### src/rtl/mem_wb_register.sv
// MEM/WB pipeline register: captures the memory-stage result and presents one registered
// writeback beat plus the MEM/WB forwarding source. Optional counters: MEM_WB_PERF_EN.
module mem_wb_register #(
  parameter int DATA_W = 64,
  parameter int REG_W  = 5
) (
  input  logic              clock,
  input  logic              reset,
  input  logic              stall,
  input  logic              flush,
  input  logic              in_valid,
  input  logic [DATA_W-1:0] alu_result,
  input  logic [DATA_W-1:0] read_data,
  input  logic [REG_W-1:0]  rd,
  input  logic              RegWrite,
  input  logic              MemtoReg,
  input  logic              MemRead,
  input  logic              MemWrite,
  output logic              wb_valid,
  output logic [DATA_W-1:0] wb_data,
  output logic [REG_W-1:0]  wb_rd,
  output logic              wb_RegWrite,
  output logic              fwd_en,
  output logic [REG_W-1:0]  fwd_rd,
  output logic [DATA_W-1:0] fwd_data
`ifdef MEM_WB_PERF_EN
  ,
  output logic [31:0]       perf_retired,
  output logic [31:0]       perf_loads,
  output logic [31:0]       perf_stores
`endif
);

  localparam logic [REG_W-1:0] XZR_IDX = REG_W'(31);

  logic              valid_r;
  logic [DATA_W-1:0] data_r;
  logic [REG_W-1:0]  rd_r;
  logic              regwrite_r;

  logic              valid_nxt_s;
  logic [DATA_W-1:0] data_nxt_s;
  logic [REG_W-1:0]  rd_nxt_s;
  logic              regwrite_nxt_s;
  logic              capture_s;

  // Next-state select: flush beats stall beats capture (reset is applied in the register)
  always_comb begin
    valid_nxt_s    = valid_r;
    data_nxt_s     = data_r;
    rd_nxt_s       = rd_r;
    regwrite_nxt_s = regwrite_r;
    capture_s      = 1'b0;
    if (flush) begin
      valid_nxt_s    = 1'b0;
      data_nxt_s     = {DATA_W{1'b0}};
      rd_nxt_s       = {REG_W{1'b0}};
      regwrite_nxt_s = 1'b0;
    end else if (stall) begin
      valid_nxt_s    = valid_r;
      data_nxt_s     = data_r;
      rd_nxt_s       = rd_r;
      regwrite_nxt_s = regwrite_r;
    end else begin
      capture_s      = 1'b1;
      valid_nxt_s    = in_valid;
      data_nxt_s     = MemtoReg ? read_data : alu_result;
      rd_nxt_s       = rd;
      // XZR and bubbles still carry data/rd but must never write the register file
      regwrite_nxt_s = in_valid & RegWrite & (rd != XZR_IDX);
    end
  end

  // Writeback beat register with synchronous reset
  always_ff @(posedge clock) begin
    if (reset) begin
      valid_r    <= 1'b0;
      data_r     <= {DATA_W{1'b0}};
      rd_r       <= {REG_W{1'b0}};
      regwrite_r <= 1'b0;
    end else begin
      valid_r    <= valid_nxt_s;
      data_r     <= data_nxt_s;
      rd_r       <= rd_nxt_s;
      regwrite_r <= regwrite_nxt_s;
    end
  end

  assign wb_valid    = valid_r;
  assign wb_data     = data_r;
  assign wb_rd       = rd_r;
  assign wb_RegWrite = regwrite_r;
  assign fwd_en      = regwrite_r;
  assign fwd_rd      = rd_r;
  assign fwd_data    = data_r;

`ifdef MEM_WB_PERF_EN
  logic [31:0] retired_r;
  logic [31:0] loads_r;
  logic [31:0] stores_r;

  // Event counters advance only on capture edges and wrap naturally
  always_ff @(posedge clock) begin
    if (reset) begin
      retired_r <= 32'd0;
      loads_r   <= 32'd0;
      stores_r  <= 32'd0;
    end else if (capture_s) begin
      retired_r <= retired_r + {31'd0, in_valid};
      loads_r   <= loads_r + {31'd0, in_valid & MemRead};
      stores_r  <= stores_r + {31'd0, in_valid & MemWrite};
    end else begin
      retired_r <= retired_r;
      loads_r   <= loads_r;
      stores_r  <= stores_r;
    end
  end

  assign perf_retired = retired_r;
  assign perf_loads   = loads_r;
  assign perf_stores  = stores_r;
`else
  logic unused_s;
  assign unused_s = ^{MemRead, MemWrite, capture_s};
`endif

endmodule

### config.mk
export PLATFORM = sky130hd
export DESIGN_NAME = mem_wb_register
export DESIGN_NICKNAME = d
export VERILOG_FILES = /design/src/rtl/mem_wb_register.sv
export SDC_FILE = /design/constraint.sdc
export NUM_CORES = 1
export LEC_CHECK = 0
export ABC_CLOCK_PERIOD_IN_PS = 1200
export CAP_MARGIN = 20
export CORE_MARGIN = 2
export CORE_UTILIZATION = 36
export DETAILED_ROUTE_END_ITERATION = 6
export GPL_ROUTABILITY_DRIVEN = 0
export PLACE_DENSITY_LB_ADDON = 0.12
export SKIP_LAST_GASP = 1
export SLEW_MARGIN = 30
export SYNTH_ARGS = -nofsm -noshare
export SYNTH_HDL_FRONTEND = slang
export SYNTH_SLANG_ARGS = --single-unit
### constraint.sdc
create_clock -name clock -period 1.2 [get_ports clock]
set_input_delay 0.24 -clock clock [delete_from_list [all_inputs] [get_ports clock]]
set_output_delay 0.24 -clock clock [all_outputs]
set_load 0.01 [all_outputs]
==> results of run 1 <==
metal layers:
layer	global-route usage [%]	vias up
li1	-	1612
met4	6.92	0
met3	4.10	15
met2	33.3	161
met1	20.2	1529
met5	0	-
where the power goes:
| part | internal, uW | switching [uW] |
|---|---|---|
| Combinational | 977 | 494 |
| Sequential | 2450 | 72.0 |
| Clock | 1520 | 909 |
| Total | 4950 | 1470 |
layout make-up:
type / count / area [sq um] / area share (%)
Clock buffer: 16 / 272 / 4.15
Multi-Input combinational cell: 210 / 1950 / 29.8
Sequential cell: 71 / 1450 / 22.1
Tap cell: 143 / 179 / 2.74
Timing Repair Buffer: 293 / 2690 / 41.2
through the flow:
stage          total power [uW]  std cells
2_1_floorplan              3400        374
3_3_place_gp               4140        717
3_5_place_dp               4150        717
4_1_cts                    6530        733
5_1_grt                    6730        733
6_report                   6420        733
cells by family after synthesis:
logic type / count (synthesis) / share of synthesized area [%]
muxes: 134 / 40.0
and+or+nand+nor: 74 / 6.93
buffers and inverters: 93 / 18.2
AOI/OAI and AO/OA: 2 / 0.334
DFF: 71 / 34.5
sequential cells by signal, indices dropped and copies added (netlist names):
register  flops
fwd_rd        5
wb_valid      1
fwd_en        1
fwd_data     64
path summary, 6_finish.rpt:
kind / endpoint / slack [ns] / cells after the start
min reg2reg: wb_valid / 0.49 / 2
max: wb_data[59] / 0.02 / 1
min: wb_valid / 0.35 / 3
max reg2reg: fwd_data[57] / 0.56 / 2
cells in the final DEF, fill, tap and decap left out:
master,instances
a211o_1,1
a21oi_1,1
and4_1,1
buf_12,6
buf_4,9
clkbuf_1,5
clkbuf_16,9
clkbuf_2,64
clkbuf_8,2
clkdlybuf4s15_1,37
clkdlybuf4s15_2,37
clkdlybuf4s50_1,137
dfxtp_1,50
dfxtp_2,21
dlygate4sd2_1,3
mux2_2,4
mux2_4,60
mux2i_1,70
nand2_1,2
nor2_1,70
or2_2,1
repair_timing:
item | CTS | global route
gates resized for setup | 282 | 119
setup buffers | 0 | 0
setup endpoints to repair | 141 | 122
==> impl_metrics.env, run 1 <==
export IMPL_status="finished clean"
export IMPL_path_class="flip-flop to primary output"
export IMPL_rsz0062_at_grt="true"
export IMPL_grt_total_usage_pct=18.1
export IMPL_crit_buf_inv=1
export IMPL_crit_start="fwd_data[59]"
export IMPL_die_w_microns=111
export IMPL_hpwlAfterDp_microns=8760
export IMPL_h_tree_depth=3
export IMPL_area_growth_pct=58.7
export IMPL_hold_class="input port to flip-flop"
export IMPL_gr_total_overflow=0
export IMPL_grt_antenna_before_repair=0
export IMPL_setup_viol=0
export IMPL_numCtsBuffers=9
export IMPL_yosysSeqAreaShare_pct=34.5
export IMPL_syn_inst=374
export IMPL_crit_path_top_delay_cell="dfxtp_1"
export IMPL_cts_tree="built"
export IMPL_clock_skew_final_ns=0
export IMPL_n_antenna_cell=0
export IMPL_synth_edf_count=0
export IMPL_fin_crit_ns=1.18
export IMPL_drc=0
export IMPL_synth_largest_area_cell="dfxtp_1"
export IMPL_max_freq_mhz=845
export IMPL_syn_area_sq_um=4120
export IMPL_required_ns=0.96
export IMPL_holdWs_ns=0.347
export IMPL_met1Wirelength_microns=4610
export IMPL_synth_distinct_cells=15
export IMPL_cts_hold_buf=0
export IMPL_wl_met3_microns=724
export IMPL_worstPathMaxFanout=3
export IMPL_dpl_cell_area_sq_um=6520
export IMPL_ys_warn_count=0
export IMPL_syn_nets=516
export IMPL_async_flop_share_pct=0
export IMPL_num_io_pins=283
export IMPL_grt_pass1_vias=3418
export IMPL_grt_max_degree=41
export IMPL_ys_ff_latch=71
export IMPL_drv_cap=0
export IMPL_wl_met2_microns=5810
export IMPL_clkLatencyLatePin_ns=0.32
export IMPL_clockBufferDepth=2
export IMPL_peakVddDrop_v=0.000519
export IMPL_drtIter0Drc=93
export IMPL_leakagePower_uw=0.00301
export IMPL_max_slew_margin_pct=81.5
export IMPL_tns_ns=0
export IMPL_top_layer_used="met4"
export IMPL_report_final_slew_viol_count=0
export IMPL_routed_wl_microns=11300
export IMPL_synth_ff_type="dfxtp_1"
export IMPL_crit_path_max_incr_delay_ns=0.34
export IMPL_rr_startpoint="fwd_data[57]"
export IMPL_clk_pin_slew_ns=0.05
export IMPL_die_h_microns=111
export IMPL_path_delay_family="flip-flops"
export IMPL_firstDrtPassIters=4
export IMPL_io_buffers=280
export IMPL_start_kind="flip-flop"
export IMPL_grt_pass1_wl_microns=17800
export IMPL_hold_viol=0
export IMPL_finalInstanceArea_sq_um=6540
export IMPL_wire_per_inst_microns=15.5
export IMPL_rows=39
export IMPL_vias_per_cell=4.53
export IMPL_fin_ws_ns=0.0168
export IMPL_fillers=996
export IMPL_netlist_area_leader_share_pct=34.5
export IMPL_fp_coreArea_sq_um=11300
export IMPL_synth_area_per_cell_sq_um=11.0
export IMPL_die_area_sq_um=12300
export IMPL_cp_end_kind="primary output"
export IMPL_synthTopCellsByCount="77 x buf_4, 71 x dfxtp_1, 70 x mux2i_1, 70 x nor2_1, 60 x mux2_4"
export IMPL_worstPathArrival_ns=0.94
export IMPL_via_count=3317
export IMPL_nets=727
export IMPL_cts_root_buffer="clkbuf_16"
export IMPL_ys_top_cells_by_area="dfxtp_1 35%, mux2_4 22%, mux2i_1 17%"
export IMPL_hp_start="stall"
export IMPL_start_util_pct=36.5
export IMPL_cts_sinks=71
export IMPL_yosysMostFrequentCell="buf_4"
export IMPL_post_route_util_pct=58.0
export IMPL_detailedPlace_worstSlack_ns=-0.226
export IMPL_final_antenna_net_count=0
export IMPL_p_per_area_nw_per_um2=982
export IMPL_critical_path_cell_chain="dlygate4sd2_1"
export IMPL_drive_gt1_share_pct=36.1
export IMPL_fin_crit_sh_pct=98.6
export IMPL_worstMarginPinSlew_ns=0.278
(Power assumes the default switching activity.)
==> run 2, diff against run 1 <==
- ABC_CLOCK_PERIOD_IN_PS: 1200 -> default
- CORE_UTILIZATION: 36 -> 35
- CTS_BUF_LIST: default -> sky130_fd_sc_hd__clkbuf_4 sky130_fd_sc_hd__clkbuf_8 sky130_fd_sc_hd__clkbuf_16
==> run 2 against run 1 <==
Against the previous run: final cell count shrank 0.95%; routed wire length is 1.1% lower; clock skew did not move; register-to-register slack hardly changed; maximum frequency is 0.14% lower; combinational power about the same; worst hold slack gained 0.059 ns; die area rose by 2.7%; global-route usage fell by 1.3 points; core utilization is 2.2 points lower; largest cell class unchanged; sequential power about the same.
==> impl_metrics.env, run 2 (same netlist as run 1, synthesis figures left out) <==
export IMPL_required_ns=0.96
export IMPL_post_route_util_pct=55.8
export IMPL_reg2regPathDepth=2
export IMPL_report_final_slew_viol_count=0
export IMPL_h_tree_depth=3
export IMPL_rows=39
export IMPL_fin_crit_sh_pct=98.7
export IMPL_num_io_pins=283
export IMPL_grt_total_usage_pct=16.8
export IMPL_fin_crit_ns=1.18
export IMPL_vias_per_cell=4.56
export IMPL_rr_startpoint="fwd_data[33]"
export IMPL_clk_pin_slew_ns=0.05
export IMPL_worstMarginPinSlew_ns=0.339
export IMPL_mostFrequentLayoutCells="137 x clkdlybuf4s50_1, 78 x clkbuf_2, 70 x mux2i_1, 70 x nor2_1, 60 x mux2_4"
export IMPL_cts_root_buffer="clkbuf_16"
export IMPL_max_freq_mhz=844
export IMPL_cts_setup_buffers=0
export IMPL_min_delay_worst_endpoint="fwd_en"
export IMPL_via_count=3309
export IMPL_leakagePower_uw=0.00300
export IMPL_detailedPlace_worstSlack_ns=-0.195
export IMPL_peakVddDrop_v=0.000753
export IMPL_grt_max_degree=47
export IMPL_hold_path_cell_count=4
export IMPL_max_slew_margin_pct=77.4
export IMPL_die_h_microns=112
export IMPL_grt_antenna_before_repair=0
export IMPL_crit_path_top_delay_cell="dfxtp_1"
export IMPL_clkLatencyLatePin_ns=0.32
export IMPL_start_kind="flip-flop"
export IMPL_rsz0062_at_grt="true"
export IMPL_die_w_microns=112
export IMPL_fp_coreArea_sq_um=11500
export IMPL_clockBufferDepth=2
export IMPL_p_per_area_nw_per_um2=999
export IMPL_tns_ns=0
export IMPL_cts_sinks=71
export IMPL_drtIter0Drc=86
export IMPL_grt_pass1_vias=3316
export IMPL_start_util_pct=35.9
export IMPL_crit_buf_inv=1
export IMPL_path_class="flip-flop to primary output"
export IMPL_n_antenna_cell=0
export IMPL_path_delay_family="flip-flops"
export IMPL_final_common_cell="clkdlybuf4s50_1"
export IMPL_nets=723
export IMPL_area_growth_pct=55.5
export IMPL_grt_pass1_wl_microns=16900
export IMPL_firstDrtPassIters=3
export IMPL_worstPathMaxFanout=3
export IMPL_drv_cap=0
export IMPL_crit_path_max_incr_delay_ns=0.35
export IMPL_wire_per_inst_microns=15.4
export IMPL_largest_reg_flops=64
export IMPL_setup_viol=0
export IMPL_hp_start="stall"
export IMPL_die_area_sq_um=12600
export IMPL_worstReg2RegEnd="fwd_data[33]"
export IMPL_critical_path_cell_chain="dlygate4sd2_1"
export IMPL_dpl_cell_area_sq_um=6490
export IMPL_clock_skew_final_ns=0
export IMPL_hold_viol=0
export IMPL_drive_gt1_share_pct=33.8
export IMPL_hpwlAfterDp_microns=8650
export IMPL_r2r_slack_ns=0.56
export IMPL_hold_class="input port to flip-flop"
export IMPL_fin_ws_ns=0.0152
export IMPL_cp_end_kind="primary output"
export IMPL_worstPathArrival_ns=0.94
export IMPL_gr_total_overflow=0
export IMPL_numCtsBuffers=9
export IMPL_routed_wl_microns=11200
export IMPL_status="finished clean"
export IMPL_holdWs_ns=0.405
export IMPL_final_antenna_net_count=0
export IMPL_io_buffers=280
export IMPL_drc=0
export IMPL_cts_tree="built"
export IMPL_finalInstanceArea_sq_um=6400
run 2: cell count changes in the layout (fill, tap and decap cells not counted), sizes merged:
cell	change
buf	-4
clkbuf	+10
clkdlybuf4s15	-14
clkinv	+1
run 2: area by class of cell:
cell class	count	area, sq um
Clock inverter	1	5.00
Sequential cell	71	1440
Clock buffer	12	267
Fill cell	1079	5070
Multi-Input combinational cell	210	1950
Timing Repair Buffer	289	2570
Tap cell	143	179
run 2: worst max-delay path by stage:
stage / startpoint / to / slack (ns) / cells after the start
2_1_floorplan: MemtoReg / fwd_data[10] / 0.07 / 5
3_3_place_gp: flush / fwd_en / -0.19 / 4
3_5_place_dp: flush / fwd_rd[2] / -0.19 / 4
4_1_cts: fwd_data[39] / fwd_data[39] / -0.05 / 1
5_1_grt: fwd_data[0] / wb_data[0] / -0.04 / 1
6_report: fwd_data[0] / fwd_data[0] / 0.02 / 1
run 2: layer usage:
layer	global-route usage (%)	routed length, microns	vias to the layer above
met1	18.6	4240	1547
met2	30.8	5870	154
met3	4.86	911	15
li1	-	-	1593
met4	5.45	181	0
met5	0	0	-
run 2: report_power, final:
part           leakage, uW  total [uW]  internal [uW]  switching (uW)
Clock             0.000136        2430           1530             906
Combinational      0.00228        1440            956             487
Sequential        0.000584        2520           2450            69.6
run 2: per-stage QoR:
step	power (uW)	std cells
after detailed placement	4150	713
final	6400	726
after global placement	4120	713
after floorplan	3400	374
after global routing	6680	726
after CTS	6530	726
run 2: what timing repair did:
item | CTS | global route
hold endpoints to repair | 0 | 0
endpoints found under the setup margin | 141 | 130
pin swaps | 0 | 0
resized for setup | 242 | 145
cloned | 0 | 0
hold buffers | 0 | 0
